===== src/rtl/branch_compare_pipe.sv =====
// Two-stage pipelined branch comparator: chunked signed/unsigned compare plus RV32I funct3 resolution.
// Optional macro BRANCH_COMPARE_FLUSH_EN adds flush_i, which drops every in-flight request.
module branch_compare_pipe #(
  parameter int WIDTH = 32,
  parameter int CHUNK = 16,
  parameter int TAG_W = 5
) (
  input  logic             clk_i,
  input  logic             rst_ni,
`ifdef BRANCH_COMPARE_FLUSH_EN
  input  logic             flush_i,
`endif
  input  logic             valid_i,
  output logic             ready_o,
  input  logic [WIDTH-1:0] a_i,
  input  logic [WIDTH-1:0] b_i,
  input  logic [2:0]       br_op_i,
  input  logic [TAG_W-1:0] tag_i,
  output logic             valid_o,
  input  logic             ready_i,
  output logic             equal_o,
  output logic             alarger_o,
  output logic             blarger_o,
  output logic             taken_o,
  output logic             illegal_o,
  output logic [TAG_W-1:0] tag_o
);

  localparam int NCHUNK = WIDTH / CHUNK;

  if ((WIDTH % CHUNK) != 0) begin : g_bad_width
    $error("branch_compare_pipe: WIDTH must be a multiple of CHUNK");
  end

  logic              flush_s;
  logic              signed_s;
  logic [WIDTH-1:0]  a_m_s;
  logic [WIDTH-1:0]  b_m_s;
  logic [NCHUNK-1:0] eq_s;
  logic [NCHUNK-1:0] gt_s;
  logic              accept_s;
  logic              s2_free_s;
  logic              s1_adv_s;

  logic              s1_valid_r;
  logic [NCHUNK-1:0] s1_eq_r;
  logic [NCHUNK-1:0] s1_gt_r;
  logic [2:0]        s1_op_r;
  logic [TAG_W-1:0]  s1_tag_r;

  logic              equal_s;
  logic              alarger_s;
  logic              blarger_s;
  logic              taken_s;
  logic              illegal_s;

`ifdef BRANCH_COMPARE_FLUSH_EN
  assign flush_s = flush_i;
`else
  assign flush_s = 1'b0;
`endif

  assign s2_free_s = ~valid_o | ready_i;
  assign s1_adv_s  = s1_valid_r & s2_free_s;
  assign ready_o   = ~s1_valid_r | s2_free_s;
  assign accept_s  = valid_i & ready_o & ~flush_s;

  // Signed compare reuses the unsigned datapath with both MSBs flipped.
  always_comb begin
    signed_s = (br_op_i[2:1] == 2'b10);
    a_m_s    = a_i;
    b_m_s    = b_i;
    if (signed_s) begin
      a_m_s[WIDTH-1] = ~a_i[WIDTH-1];
      b_m_s[WIDTH-1] = ~b_i[WIDTH-1];
    end else begin
      a_m_s[WIDTH-1] = a_i[WIDTH-1];
      b_m_s[WIDTH-1] = b_i[WIDTH-1];
    end
  end

  // Per-chunk equal / greater-than flags evaluated in parallel.
  always_comb begin
    eq_s = '0;
    gt_s = '0;
    for (int k = 0; k < NCHUNK; k++) begin
      eq_s[k] = (a_m_s[k*CHUNK +: CHUNK] == b_m_s[k*CHUNK +: CHUNK]);
      gt_s[k] = (a_m_s[k*CHUNK +: CHUNK] >  b_m_s[k*CHUNK +: CHUNK]);
    end
  end

  // Stage 1 register: chunk flags plus op and tag.
  always_ff @(posedge clk_i or negedge rst_ni) begin
    if (!rst_ni) begin
      s1_valid_r <= 1'b0;
      s1_eq_r    <= '0;
      s1_gt_r    <= '0;
      s1_op_r    <= 3'b000;
      s1_tag_r   <= '0;
    end else begin
      if (flush_s) begin
        s1_valid_r <= 1'b0;
      end else if (accept_s) begin
        s1_valid_r <= 1'b1;
      end else if (s1_adv_s) begin
        s1_valid_r <= 1'b0;
      end
      if (accept_s) begin
        s1_eq_r  <= eq_s;
        s1_gt_r  <= gt_s;
        s1_op_r  <= br_op_i;
        s1_tag_r <= tag_i;
      end
    end
  end

  // Merge chunks from low to high so the highest differing chunk decides.
  always_comb begin
    equal_s   = &s1_eq_r;
    alarger_s = 1'b0;
    for (int k = 0; k < NCHUNK; k++) begin
      if (!s1_eq_r[k]) begin
        alarger_s = s1_gt_r[k];
      end else begin
        alarger_s = alarger_s;
      end
    end
    blarger_s = ~(equal_s | alarger_s);
    illegal_s = (s1_op_r[2:1] == 2'b01);
    case (s1_op_r)
      3'b000:         taken_s = equal_s;
      3'b001:         taken_s = ~equal_s;
      3'b100, 3'b110: taken_s = blarger_s;
      3'b101, 3'b111: taken_s = ~blarger_s;
      default:        taken_s = 1'b0;
    endcase
  end

  // Stage 2 register drives the result outputs directly.
  always_ff @(posedge clk_i or negedge rst_ni) begin
    if (!rst_ni) begin
      valid_o   <= 1'b0;
      equal_o   <= 1'b0;
      alarger_o <= 1'b0;
      blarger_o <= 1'b0;
      taken_o   <= 1'b0;
      illegal_o <= 1'b0;
      tag_o     <= '0;
    end else begin
      if (flush_s) begin
        valid_o <= 1'b0;
      end else if (s1_adv_s) begin
        valid_o <= 1'b1;
      end else if (ready_i) begin
        valid_o <= 1'b0;
      end
      if (s1_adv_s) begin
        equal_o   <= equal_s;
        alarger_o <= alarger_s;
        blarger_o <= blarger_s;
        taken_o   <= taken_s;
        illegal_o <= illegal_s;
        tag_o     <= s1_tag_r;
      end
    end
  end

endmodule


===== config.mk =====
export PLATFORM = sky130hd
export DESIGN_NAME = branch_compare_pipe
export DESIGN_NICKNAME = d
export VERILOG_FILES = /design/src/rtl/branch_compare_pipe.sv
export SDC_FILE = /design/constraint.sdc
export NUM_CORES = 1
export LEC_CHECK = 0
export ABC_AREA = 1
export CAP_MARGIN = 20
export CORE_ASPECT_RATIO = 2
export CORE_MARGIN = 2
export CORE_UTILIZATION = 45
export CTS_BUF_LIST = sky130_fd_sc_hd__clkbuf_8
export DETAILED_ROUTE_END_ITERATION = 10
export GPL_ROUTABILITY_DRIVEN = 0
export PLACE_DENSITY_LB_ADDON = 0.2
export SYNTH_ARGS = -nofsm -noshare
export SYNTH_HDL_FRONTEND = slang
export SYNTH_SLANG_ARGS = --single-unit

===== constraint.sdc =====
create_clock -name clk_i -period 2.09 [get_ports clk_i]
set_input_delay 0.209 -clock clk_i [delete_from_list [all_inputs] [get_ports clk_i]]
set_output_delay 0.209 -clock clk_i [all_outputs]
set_load 0.03 [all_outputs]

* Yosys cells after proc, flatten, opt, wreduce, memory -nomap -nowiden
Index checks and enable logic that the tools add are counted.
** Word-level totals
- Memories kept :: 0
- Input port bits :: 76
- Word-level logic and storage cells :: 49
- Latch bits :: 0
- Bits in registers :: 24
- RAM bits :: 0
- ROM bits :: 0
- Output and inout bits :: 12
** Operators by class
- Bitwise logic cells :: 11
- Order comparisons :: 2
- Multipliers :: 0
- Shift-type cells :: 0
- $add $sub $neg :: 0
- Eq/ne operators :: 9
- Reductions and logical operators :: 6
- Div/mod/pow operators :: 0
- Mux-type cells :: 9
** Operators with widths (number)
- == test 16 bit :: 2
- greater-than comparator 16 bit :: 2
- == test 3 bit (second input constant) :: 4
- two-way mux 1 bit :: 8
- NOT 1 bit :: 6
- one-hot mux 1 bit (4 select lines) :: 1
- nonzero test 2 bit :: 2
- OR reduction 2 bit :: 2
- == test 3 x 1 -> 1 bit (second input constant) :: 1
- zero test 3 bit :: 1
- bitwise OR 1 bit :: 3
- AND 1 bit :: 2
- == test 2 x 1 -> 1 bit (second input constant) :: 1
- == test 2 bit (second input constant) :: 1
- AND reduction 2 bit :: 1

* Depth between registers and ports, before layout
Gate-level depths: netlist of run 1.
- Depth after elaboration :: 5
- Gate-level depth with buffers :: 13
- Gate-level depth less buffers :: 13

* Least setup slack after synthesis of run 1
No wires, ideal clock.
- Path type :: flip-flop to flip-flop
- Start :: reg valid_o
- End :: reg s1_op_r[2]
- Period minus slack after synthesis :: 1358 ps
- Path buffers :: 0
- Setup time :: 125 ps
- Setup slack :: 732 ps
- Stages on the path, launching flop included :: 4
- Arrival time :: 1233 ps
- Required time :: 1965 ps
- Cells stage by stage :: dfrtp_1 nand3_4 nand2_8 mux2_4
** Between the ends
- Longest elaborated chain between the ends :: 4
** Ends and longest elaborated chain
- start, declared :: line 19 : output logic valid_o,
- start signal, assigned :: line 142 : valid_o <= 1'b0;
- start signal, assigned :: line 151 : valid_o <= 1'b0;
- start signal, assigned :: line 153 : valid_o <= 1'b1;
- NOT 1 bit :: line 63 : assign s2_free_s = ~valid_o | ready_i;
- bitwise OR 1 bit :: line 63
- bitwise OR 1 bit :: line 65 : assign ready_o = ~s1_valid_r | s2_free_s;
- net ready_o :: line 14 : output logic ready_o,
- AND 1 bit :: line 66 : assign accept_s = valid_i & ready_o & ~flush_s;
- end signal, assigned :: line 111 : s1_op_r <= br_op_i;
- end, declared :: line 48 : logic [2:0] s1_op_r;
The timed path passes the listed nets, and every way through them passes these cells.
A chain may end at the register's enable or synchronous reset.

* Worst setup path after layout of run 1
- Start :: in ready_i
- End :: out ready_o
** Between the ends
- Longest elaborated chain between the ends :: 2
** Ends and longest elaborated chain
- start, declared :: line 20 : input logic ready_i,
- bitwise OR 1 bit :: line 63
- bitwise OR 1 bit :: line 65
- end, declared :: line 14
No other way between the ends.

==> metrics.cfg, run 1 <==
[status]
status = completed

[cts]
insertion_delay_ns = 0.25
cts_max_path_buffers = 2
cts-htree-levels = 1
clk_root_buffer_cell = clkbuf_8
cts.clk_slew.worst_paths_ns = 0.07
tritoncts = built
cts_resized = 0
cts_buffers = 3
cts_hold_buf = 0
clock_sinks = 24
cts_setup_buffers = 0

[power_and_ir_drop]
p_seq_frac = 0.383
pwr-share-comb = 0.463
switching_power_mw = 0.573
swShare = 0.347
p_per_area_mw_per_mm2 = 575
p_leak_nw = 1.54
clockPowerShare = 0.154
p_total_mw = 1.65
ir_drop_uv = 411
p_int_mw = 1.08

[logic_synthesis]
synthArstFlopShare = 1.00
yosys_warnings = 0
synth.avg_cell_area_sq_um = 7.46
syn_inst = 257
syn_nets = 364
synthesis.area_sq_mm = 0.00192
synth_seq_cells = 24
yosysSeqAreaShare = 0.313
ys_types = 22
synthFlopType = dfrtp_1
synth_edf_count = 0

[worst_setup_path]
crit_path_start_kind = primary input
endpoint_kind = output pin
critPathSlowestCell = clkdlybuf4s50_1
crit_top_cell = clkdlybuf4s50_1
worstSetupEndpoint = ready_o
critPathMaxStageDelay_ns = 0.68
worstSetupPathType = in2out
path_buf_inv = 3
arrival_ns = 1.53
worstReg2RegStart = valid_o
path_depth = 4
critical-path-top-delay-family = buffers and inverters
r2r_end = tag_o[4]
path_cells = clkdlybuf4s50_1 -> inv_1 -> nand3_4 -> clkdlybuf4s50_1
startpoint = ready_i
cp_data_required_time_ns = 1.88
r2r_cells = 3
cp_max_fo = 5
r2r_setup_slack_ns = 0.83

[final_layout]
fill_cells = 348
layout_common_cells = clkdlybuf4s50_1 (87), nand2_1 (62), inv_1 (57), ha_1 (31), nor2_1 (26)
stdcell_area_sq_mm = 0.00287
final_nets = 455
antenna-diode-count = 0
drive_gt1_frac = 0.0520
syn_to_final_growth_pct = 49.7
final_common_cell = clkdlybuf4s50_1

[place]
dp_hpwl_mm = 3.61
portBuffers = 87
dpl_cell_area_sq_mm = 0.00283

[global_route]
globalRouteMet1Util = 0.153
grt_pass1_vias = 1936
grt_max_degree = 25
gr-total-overflow = 0
grt_pass1_wl_mm = 7.07
antenna_found_initial = 0
grt_util_met2 = 0.410
grt.busiest_layer = met2
grtUsageMet3 = 0.0171
gr-usage-all-layers = 0.183

[drt]
routedWlPerCell_um = 9.75
drt_iter0_markers = 9
viasPerCell = 4.68
ant_nets = 0
vias = 1861
drt_wl_total_mm = 3.88
first_pass_iters = 4
drc_errors = 0

[timing]
relSlewSlack = 0.794
fin_skew_ns = 0.00419
rsz0062_at_grt = false
finalCriticalPeriod_ns = 1.74
max_slew.worst_pin.slew_ns = 0.309
slew_violations = 0
tns_ns = 0
layout_worst_path_cycle_share = 0.833
finalSetupViolCount = 0
hold_viol = 0
fmax_ghz = 0.574

[die]
die-area_sq_mm = 0.00483
num_rows = 33
io_pins = 88
initial_core_util = 0.469
die_w_um = 50.2
die_h_um = 96.3
core_sq_mm = 0.00409

[worst_hold_path]
hold_class = in2async

[run]
cap_violations = 0

[through the flow]
stage | utilization | setup slack, ns | instances | hold WS [ns]
2_1_floorplan | - | 0.732 | 257 | -0.0866
3_3_place_gp | 0.692 | 0.357 | 395 | 0.466
3_5_place_dp | 0.692 | 0.338 | 395 | 0.465
4_1_cts | 0.702 | 0.339 | 398 | 0.307
5_1_grt | 0.702 | 0.309 | 398 | 0.318
6_report | 0.702 | 0.348 | 398 | 0.300
[final cells by class]
type / instances / area, sq um / share of cell area
Clock buffer: 3 / 41.3 / 0.0144
Inverter: 58 / 218 / 0.0759
Multi-Input combinational cell: 173 / 1070 / 0.372
Sequential cell: 24 / 601 / 0.209
Tap cell: 52 / 65.1 / 0.0227
Timing Repair Buffer: 88 / 878 / 0.306
[metal layers]
layer,up-vias,wire length [um]
li1,976,-
met3,4,160
met1,827,1250
met5,-,0
met4,0,57
met2,54,2410
[cells in the mapped netlist, types with 2 or more instances]
| library cell | instances | area share |
|---|---|---|
| a21o_1 | 2 | 0.0078 |
| a21oi_1 | 18 | 0.047 |
| dfrtp_1 | 24 | 0.31 |
| ha_1 | 31 | 0.20 |
| inv_1 | 57 | 0.11 |
| mux2_4 | 2 | 0.016 |
| nand2_1 | 62 | 0.12 |
| nand2_2 | 6 | 0.020 |
| nand3_1 | 9 | 0.023 |
| nand4_1 | 3 | 0.0098 |
| nor2_1 | 26 | 0.051 |
| o21ai_0 | 4 | 0.010 |
| o21ai_1 | 4 | 0.010 |
[how the worst min path moves through the flow]
stage	end	cells after the start
3_3_place_gp	taken_o	2
3_5_place_dp	taken_o	2
5_1_grt	s1_eq_r[1]	2
4_1_cts	s1_eq_r[0]	2
2_1_floorplan	alarger_o	0
6_report	s1_tag_r[2]	2
[power by group through the flow]
stage / registers, mW / logic [mW] / clock network [mW]
after detailed placement: 0.643 / 0.774 / 0
after global routing: 0.647 / 0.852 / 0.286
final: 0.632 / 0.764 / 0.255
after global placement: 0.637 / 0.757 / 0
after CTS: 0.634 / 0.776 / 0.265
after floorplan: 0.771 / 0.299 / 0
[cells by family (layout without fill, tap and decap cells)]
logic type | count (synthesis) | after routing | share of synthesized area
buffers and inverters | 60 | 149 | 0.130
and+or+nand+nor | 109 | 109 | 0.248
adders and majority gates | 31 | 31 | 0.202
AOI/OAI and AO/OA | 30 | 30 | 0.0849
DFF | 24 | 24 | 0.313
muxes | 3 | 3 | 0.0215
[sequential cells by signal (all words and copies together), names as in the netlist, 2 cells and up]
register	cells
s1_eq_r	2
s1_gt_r	2
s1_op_r	3
s1_tag_r	5
tag_o	5
Note: power is estimated with default switching activity, not from simulation.
==> run 2, diff against run 1 <==
--- a/config.mk
+++ b/config.mk
@@ -9,7 +9,7 @@
 export CAP_MARGIN = 20
 export CORE_ASPECT_RATIO = 2
 export CORE_MARGIN = 2
-export CORE_UTILIZATION = 45
+export CORE_UTILIZATION = 39
 export CTS_BUF_LIST = sky130_fd_sc_hd__clkbuf_8
 export DETAILED_ROUTE_END_ITERATION = 10
 export GPL_ROUTABILITY_DRIVEN = 0
==> constraint.sdc (replaced) <==
create_clock -name clk_i -period 1.6 [get_ports clk_i]
set_input_delay 0.16 -clock clk_i [delete_from_list [all_inputs] [get_ports clk_i]]
set_output_delay 0.16 -clock clk_i [all_outputs]
set_load 0.03 [all_outputs]
==> metrics.cfg, run 2 (synthesized netlist as in run 1, its figures left out) <==
[cts]
cts_setup_buffers = 0  ; unchanged
cts-htree-levels = 1  ; unchanged
cts_buffers = 3  ; unchanged
tritoncts = built
insertion_delay_ns = 0.26  ; about the same
cts_max_path_buffers = 2  ; unchanged
clock_sinks = 24  ; unchanged
cts_hold_buf = 0  ; unchanged
clk_root_buffer_cell = clkbuf_8
cts_resized = 0  ; unchanged
cts.clk_slew.worst_paths_ns = 0.08  ; about the same

[timing]
layout_worst_path_cycle_share = 0.965
hold_viol = 0  ; unchanged
hold_slack_ns = 0.246  ; -0.0541 ns
finalCriticalPeriod_ns = 1.54
relSlewSlack = 0.797  ; +0.00315
fin_skew_ns = 0.00247  ; -0.00172 ns
tns_ns = 0  ; unchanged
finalSetupViolCount = 0  ; unchanged
slew_violations = 0  ; unchanged
rsz0062_at_grt = false
fmax_ghz = 0.648
max_slew.worst_pin.slew_ns = 0.304  ; -0.00459 ns

[worst_setup_path]
arrival_ns = 1.38  ; -0.15 ns
worstSetupPathType = reg2out
r2r_setup_slack_ns = 0.42  ; -0.41 ns
endpoint_kind = output pin
critPathMaxStageDelay_ns = 0.69  ; about the same
critical-path-top-delay-family = buffers and inverters
cp_max_fo = 3  ; -2
critPathSlowestCell = clkdlybuf4s50_1
cp_data_required_time_ns = 1.44  ; -0.44 ns
path_buf_inv = 1  ; -2
path_cells = clkdlybuf4s50_1
crit_path_start_kind = register

[worst_hold_path]
hold_class = in2async

[final_layout]
antenna-diode-count = 0  ; unchanged
largestRegisters = s1_tag_r x5, tag_o x5, s1_op_r x3
syn_to_final_growth_pct = 50.7
multiInputGateArea_sq_mm = 0.00107  ; unchanged
final_common_cell = clkdlybuf4s50_1
drive_gt1_frac = 0.0603  ; +0.00832
layout_common_cells = clkdlybuf4s50_1 (86), nand2_1 (62), inv_1 (57), ha_1 (31), nor2_1 (26)
fill_cells = 460  ; +32%
final_nets = 457  ; +0.44%
regArea_sq_um = 601  ; unchanged

[run]
cap_violations = 0  ; unchanged

[die]
die-area_sq_mm = 0.00553  ; +14%
core_sq_mm = 0.00482  ; +18%
die_w_um = 53.6  ; +6.8%
die_h_um = 103  ; +7.1%
initial_core_util = 0.398  ; -0.0712
io_pins = 88  ; unchanged
num_rows = 36  ; +9.1%

[global_route]
gr-usage-all-layers = 0.165  ; -0.0183
grt_pass1_vias = 1822  ; -5.9%
gr-total-overflow = 0  ; unchanged
globalRouteMet1Util = 0.132  ; -0.0214
grt.busiest_layer = met2
grt_pass1_wl_mm = 6.82  ; -3.4%
grt_util_met2 = 0.369  ; -0.0407
antenna_found_initial = 0  ; unchanged
grt_max_degree = 25  ; unchanged
grtUsageMet3 = 0.0145  ; -0.00259

[drt]
drc_errors = 0  ; unchanged
drt_iter0_markers = 12  ; +3
routedWlPerCell_um = 10.1  ; +3.5%
vias = 1844  ; -0.91%
viasPerCell = 4.55  ; -2.6%
ant_nets = 0  ; unchanged
first_pass_iters = 3  ; -1
drt_wl_total_mm = 4.09  ; +5.3%

[power_and_ir_drop]
ir_drop_uv = 484  ; +18%
p_per_area_mw_per_mm2 = 754  ; +31%
p_leak_nw = 1.55  ; +0.62%

[place]
portBuffers = 87  ; unchanged
dp_hpwl_mm = 3.79  ; +5.0%

[status]
status = completed

## run 2: cell count changes in the layout (fill, tap and decap cells not counted)
cell / previous run / this run
buf_4: 1 / 4
clkdlybuf4s50_1: 87 / 86
## run 2: cell type report
type,count,area share
Multi-Input combinational cell,173,0.369
Timing Repair Buffer,90,0.308
Sequential cell,24,0.208
Inverter,58,0.0754
Tap cell,57,0.0247
Clock buffer,3,0.0143
## run 2: layer usage
metal | part of all wire | routed length (um) | up-vias
met3 | 0.036 | 147 | 4
met5 | 0 | 0 | -
li1 | - | - | 983
met4 | 0.011 | 43 | 0
met2 | 0.63 | 2590 | 51
met1 | 0.32 | 1300 | 806
## run 2: metrics by stage
stage / instances / util / setup slack, ns / cell area [sq um] / power, mW
after detailed placement: 402 / 0.591 / -0.106 / 2850 / 1.86
after floorplan: 257 / - / 0.242 / 1920 / 1.40
after global routing: 405 / 0.599 / 0.00607 / 2890 / 2.35
after CTS: 405 / 0.599 / 0.0387 / 2890 / 2.22
final: 405 / 0.599 / 0.0561 / 2890 / 2.18
after global placement: 402 / 0.591 / -0.103 / 2850 / 1.84
## run 2: power breakdown
group	leakage (nW)	switching (mW)	internal, mW
logic	1.24	0.505	0.503
registers	0.286	0.0825	0.743
clock network	0.0216	0.177	0.168
total	1.55	0.765	1.41
## run 2: final timing paths
path	startpoint	end	cells after the start
setup / recovery	valid_o	valid_o	1
hold / removal	rst_ni	tag_o[1]	2
setup reg to reg	s1_valid_r	s1_tag_r[4]	3
hold reg to reg	taken_o	taken_o	2
max in group asynchronous	rst_ni	s1_op_r[0]	2
min in group clk_i	br_op_i[0]	s1_op_r[0]	3
## run 2: worst register-to-register path: stages, from the launching register on
cell and delay (ns):
dfrtp_1 0.43, nand3_4 0.15, nand2_8 0.17, mux2_4 0.31
==> run 3, diff against run 2 <==
--- a/config.mk
+++ b/config.mk
@@ -9,10 +9,10 @@
 export CAP_MARGIN = 20
 export CORE_ASPECT_RATIO = 2
 export CORE_MARGIN = 2
-export CORE_UTILIZATION = 39
-export CTS_BUF_LIST = sky130_fd_sc_hd__clkbuf_8
+export CORE_UTILIZATION = 38
 export DETAILED_ROUTE_END_ITERATION = 10
 export GPL_ROUTABILITY_DRIVEN = 0
+export HOLD_SLACK_MARGIN = 0.02
 export PLACE_DENSITY_LB_ADDON = 0.2
 export SYNTH_ARGS = -nofsm -noshare
 export SYNTH_HDL_FRONTEND = slang
==> metrics.cfg, run 3 (synthesized netlist as in run 1, its figures left out) <==
[drt]
vias = 1858  ; +0.76%
viasPerCell = 4.55  ; about the same
first_pass_iters = 4  ; +1
drc_errors = 0  ; unchanged
top_layer = met4
wl_met3_um = 181  ; +23%
ant_nets = 0  ; unchanged
drt_wl_total_mm = 3.95  ; -3.4%
drt-met1-wl_mm = 1.33  ; +1.9%
routedWlPerCell_um = 9.68  ; -4.1%
drt_iter0_markers = 13  ; +1
detailroute.wirelength.met2_mm = 2.39  ; -7.8%

[worst_setup_path]
cp_max_fo = 2  ; -1
endpoint_kind = output pin
worstSetupPathType = reg2out
worstReg2RegStart = s1_valid_r
crit_path_start_kind = register
arrival_ns = 1.31  ; -0.07 ns
cp_data_required_time_ns = 1.44  ; about the same
critical-path-top-delay-family = buffers and inverters
r2r_setup_slack_ns = 0.44  ; +0.02 ns
critPathMaxStageDelay_ns = 0.67  ; -0.02 ns
critPathSlowestCell = clkdlybuf4s50_1
path_cells = clkdlybuf4s50_1
r2r_cells = 3  ; unchanged
r2r_end = s1_op_r[2]
path_buf_inv = 1  ; unchanged

[timing]
max_slew.worst_pin.slew_ns = 0.318  ; +0.0141 ns
slew_violations = 0  ; unchanged
finalSetupViolCount = 0  ; unchanged
rsz0062_at_grt = false
finalCriticalPeriod_ns = 1.47  ; -0.0762 ns
relSlewSlack = 0.788  ; -0.00913
hold_viol = 0  ; unchanged
fin_ws_ns = 0.132  ; +0.0762 ns
fin_skew_ns = 0.00133  ; -0.00114 ns
fmax_ghz = 0.681  ; +5.2%
hold_slack_ns = 0.236  ; -0.0100 ns
tns_ns = 0  ; unchanged
layout_worst_path_cycle_share = 0.917  ; -0.0476

[cts]
cts_resized = 0  ; unchanged
insertion_delay_ns = 0.27  ; about the same
clk_root_buffer_cell = clkbuf_8
clock_sinks = 24  ; unchanged
cts-htree-levels = 1  ; unchanged
cts_hold_buf = 0  ; unchanged
cts_max_path_buffers = 2  ; unchanged
cts_buffers = 3  ; unchanged
tritoncts = built
cts.clk_slew.worst_paths_ns = 0.08  ; about the same
cts_setup_buffers = 0  ; unchanged

[die]
initial_core_util = 0.394  ; -0.00368
io_pins = 88  ; unchanged
core_sq_mm = 0.00486  ; +0.93%
die_h_um = 104  ; +1.3%
die-area_sq_mm = 0.00566  ; +2.5%
num_rows = 36  ; unchanged
die_w_um = 54.2  ; +1.2%

[final_layout]
multiInputGateArea_sq_mm = 0.00107  ; unchanged
stdcell_count = 408  ; +0.74%
layout_common_cells = clkdlybuf4s50_1 (85), nand2_1 (62), inv_1 (57), ha_1 (31), nor2_1 (26)
antenna-diode-count = 0  ; unchanged
final_nets = 459  ; +0.44%
regArea_sq_um = 601  ; unchanged
fill_cells = 453  ; -1.5%
drive_gt1_frac = 0.0684  ; +0.00803
largestRegisters = s1_tag_r x5, tag_o x5, s1_op_r x3
syn_to_final_growth_pct = 52.3
final_common_cell = clkdlybuf4s50_1

[worst_hold_path]
hold_class = in2async

[power_and_ir_drop]
p_per_area_mw_per_mm2 = 770  ; +2.0%
p_leak_nw = 1.57  ; +1.7%
p_total_mw = 2.25  ; +3.2%
ir_drop_uv = 750  ; +55%

[place]
dp.cells = 404  ; +0.50%
portBuffers = 87  ; unchanged
dp_hpwl_mm = 3.63  ; -4.2%
dpl_worst_slack_ns = -0.0998  ; +0.00614 ns

[global_route]
grt_pass1_vias = 1863  ; +2.3%
gr-total-overflow = 0  ; unchanged
antenna_found_initial = 0  ; unchanged
grt_pass1_wl_mm = 6.94  ; +1.7%
grt_max_degree = 25  ; unchanged
gr-usage-all-layers = 0.155  ; -0.00955

[status]
status = completed

[run]
cap_violations = 0  ; unchanged

[run 3: changes by cell type in the layout (fill, tap and decap cells not counted)]
| cell | before | now |
|---|---|---|
| clkbuf_8 | 3 | 4 |
| dlymetal6s2s_1 | 0 | 1 |
| buf_4 | 4 | 6 |
| clkdlybuf4s50_1 | 86 | 85 |
[run 3: cell type report]
type | instances | share of cell area
multi-input combinational | 173 | 0.365
timing repair buffer | 92 | 0.311
sequential | 24 | 0.206
inverter | 58 | 0.0746
tap | 57 | 0.0244
clock buffer | 4 | 0.0189
[run 3: worst max-delay path by stage]
| stage | startpoint | to | slack (ns) | cells past startpoint |
|---|---|---|---|---|
| finish | tag_o[3] | tag_o[3] | 0.13 | 1 |
| global route | b_i[15] | s1_gt_r[0] | 0.05 | 10 |
| CTS | valid_o | valid_o | 0.04 | 1 |
| detailed placement | b_i[15] | s1_gt_r[0] | -0.1 | 10 |
| global placement | b_i[15] | s1_gt_r[0] | -0.05 | 10 |
| floorplan | valid_o | s1_op_r[2] | 0.24 | 3 |
[run 3: through the flow]
| stage | util | instance area [sq um] |
|---|---|---|
| detailed placement | 0.588 | 2860 |
| finish | 0.600 | 2920 |
| CTS | 0.600 | 2920 |
| global route | 0.600 | 2920 |
| floorplan | - | 1920 |
| global placement | 0.588 | 2860 |
[run 3: worst register-to-register path: stages, from the launching register on]
cell and delay [ns]:
dfrtp_1 0.44, nand3_4 0.16, nand2_8 0.15, mux2_4 0.31
[run 3: power by group]
group | leakage [nW] | total (mW) | switching, mW | internal (mW)
clock network | 0.0288 | 0.413 | 0.194 | 0.220
registers | 0.286 | 0.827 | 0.0836 | 0.743
logic | 1.26 | 1.01 | 0.501 | 0.506
total | 1.57 | 2.25 | 0.778 | 1.47
[run 3: routing by layer]
layer | track usage | vias to the layer above
li1 | - | 985
met1 | 0.148 | 814
met2 | 0.313 | 54
met3 | 0.0129 | 5
met4 | 0.0429 | 0
met5 | 0 | -
==> variant: new RTL, config.mk and constraints of run 1 <==
Change the parameter `TAG_W` from 5 to 10.
--- a/src/rtl/branch_compare_pipe.sv
+++ b/src/rtl/branch_compare_pipe.sv
@@ -5,3 +5,3 @@
   parameter int CHUNK = 16,
-  parameter int TAG_W = 5
+  parameter int TAG_W = 10
 ) (
Ports: changed (resized tag_i and tag_o); port bits go from 88 to 98. No check against the original RTL was run, so the function may have changed too.
==> variant against run 1 <==
Die area rose by 17%; final cell count rose by 13%; sequential cell count rose by 10; non-clock buffer count rose by 11; area after synthesis rose by 18%; power rose by 43%; wire length rose by 29%; sequential share of layout area rose by 4.2 points; global-route usage rose by 1.1 points; clock skew rose by 1.7 ps; worst setup slack improved by 24 ps; final area rose by 18%; count of clock-buffer cells in the layout rose by 3; hold slack improved by 14 ps; highest routed layer unchanged.
==> variant: results (changes against run 1) <==
| Metric | Value |
|---|---|
| Leading post-synthesis cells by cell area | dfrtp_1 (37%), ha_1 (17%), nand2_1 (16%) |
| Pin count of the biggest net entering global routing | 35 (+40%) |
| Fin cells | 450 (+13%) |
| Post-DP HPWL | 4370 µm (+21%) |
| Uppermost routed layer | met4 |
| Worst vdd rail ir drop | 558 µV (+36%) |
| Crit path DAT | 1510 ps (-20 ps) |
| DRT iter0 DRCs | 22 (+13) |
| Met2 Usage GRT | 38.7% (-2.3 points) |
| Sequential fraction of the synthesis area | 37.5% (+6.1 points) |
| Top Registers | s1_tag_r x10, tag_o x10, s1_op_r x3 |
| Syn_nets | 402 (+10%) |
| Worst setup path end | ready_o |
| CTS H-Tree Depth | 2 (+1) |
| Met2 WL | 3030 µm (+26%) |
| Cts bufs inserted | 5 (+2) |
| DR WL met3 | 171 µm (+6.9%) |
| Total wire length | 5010 µm (+29%) |
| ANT cells | 0 (unchanged) |
| Critical Path Source | valid_o |
| Met1 Track Usage GR | 16.5% (+1.2 points) |
| Number of flops mapped to enable cells by yosys | 0 (unchanged) |
| Reg2Reg Depth | 5 (+2) |
| Post-CTS setup buffer count | 0 (unchanged) |
| Placed insts | 442 (+12%) |
| Hold_ws | 314 ps (+14.4 ps) |
| Drt via density | 4.77 (+2.0%) |
| Compound-gate portion of the synthesized area | 6.06% (-2.4 points) |
| Most frequent cells after synthesis | nand2_1 (95), inv_1 (54), dfrtp_1 (34) |
| Leakage | 1.82 nW (+18%) |
| Metal-1 WL | 1630 µm (+30%) |
| First drt pass iteration count | 4 (unchanged) |
| Initial antenna violation count | 0 (unchanged) |
| Post-Synth XOR/XNOR Area | 0% (unchanged) |
| Reg2reg setup slack | 760 ps (-70 ps) |
| GR Layer Usage met3 | 1.87% (+0.16 points) |
| Hold Path Class | in2async |
| Root buf cell | clkbuf_8 |
| Reg clk slew, reported paths | 70 ps (about the same) |
| Worst-margin pin slew | 462 ps (+154 ps) |
| Top delay family on crit path | buffers and inverters |
| Max Clk Rate | 0.582 GHz (+1.4%) |
| First-pass GRT wire length | 8360 µm (+18%) |
| Post-Synth Adder-Cell Area | 17.1% (-3.2 points) |
| Area post-placement | 3300 µm² (+17%) |
| Layout cells sized above 1 | 5.60% (+0.40 points) |
| Port bufs | 97 (+11%) |
| Total track usage | 19.4% (+1.1 points) |
| Yosys cell types | 19 (-14%) |
| Clock buffer depth | 2 (unchanged) |
| Fin Clk Skew | 5.88 ps (+1.69 ps) |
| Post-Synthesis Cells | 290 (+13%) |
| Post-synthesis mux area share | 5.62% (+3.5 points) |
| Main synth FF type | dfrtp_1 |
| Status | finished clean |
| CTS resizes | 0 (unchanged) |
| Vias in the first global route | 2144 (+11%) |
| Clock latency on the worst-skew pair | 280 ps (+30 ps) |
| Fin nets | 504 (+11%) |
| Pre-CTS WS | 325 ps (-13.7 ps) |
-- variant: cell count changes after synthesis, moves of 2 or more --
cell	delta
a21oi_1	-3
buf_2	+2
dfrtp_1	+10
inv_1	-3
mux2_4	+5
nand2_1	+33
nand2_2	-6
nor2_1	-5
o21ai_0	+4
o21ai_1	-4
-- variant: cell families after synthesis --
family / count (synthesis)
AO/OA/AOI/OAI: 26
adder cells (fa/ha/maj): 31
buffers and inverters: 60
flip-flops: 34
multiplexers: 9
AND/OR/NAND/NOR: 130
-- variant: area by class of cell --
type	count	area [µm²]
well taps	57	71.3
inverters	56	210
multi-input cells	196	1180
clock buffers	6	82.6
clock inverters	2	8.76
fillers	421	1470
flip-flops and latches	34	851
repair buffers	99	986
-- variant: power by group --
part	total [mW]	internal, mW	leakage, nW	switching (mW)
Combinational	0.968	0.469	1.36	0.499
Clock	0.483	0.260	0.0524	0.222
Sequential	0.902	0.810	0.409	0.0918
Total	2.35	1.54	1.82	0.813
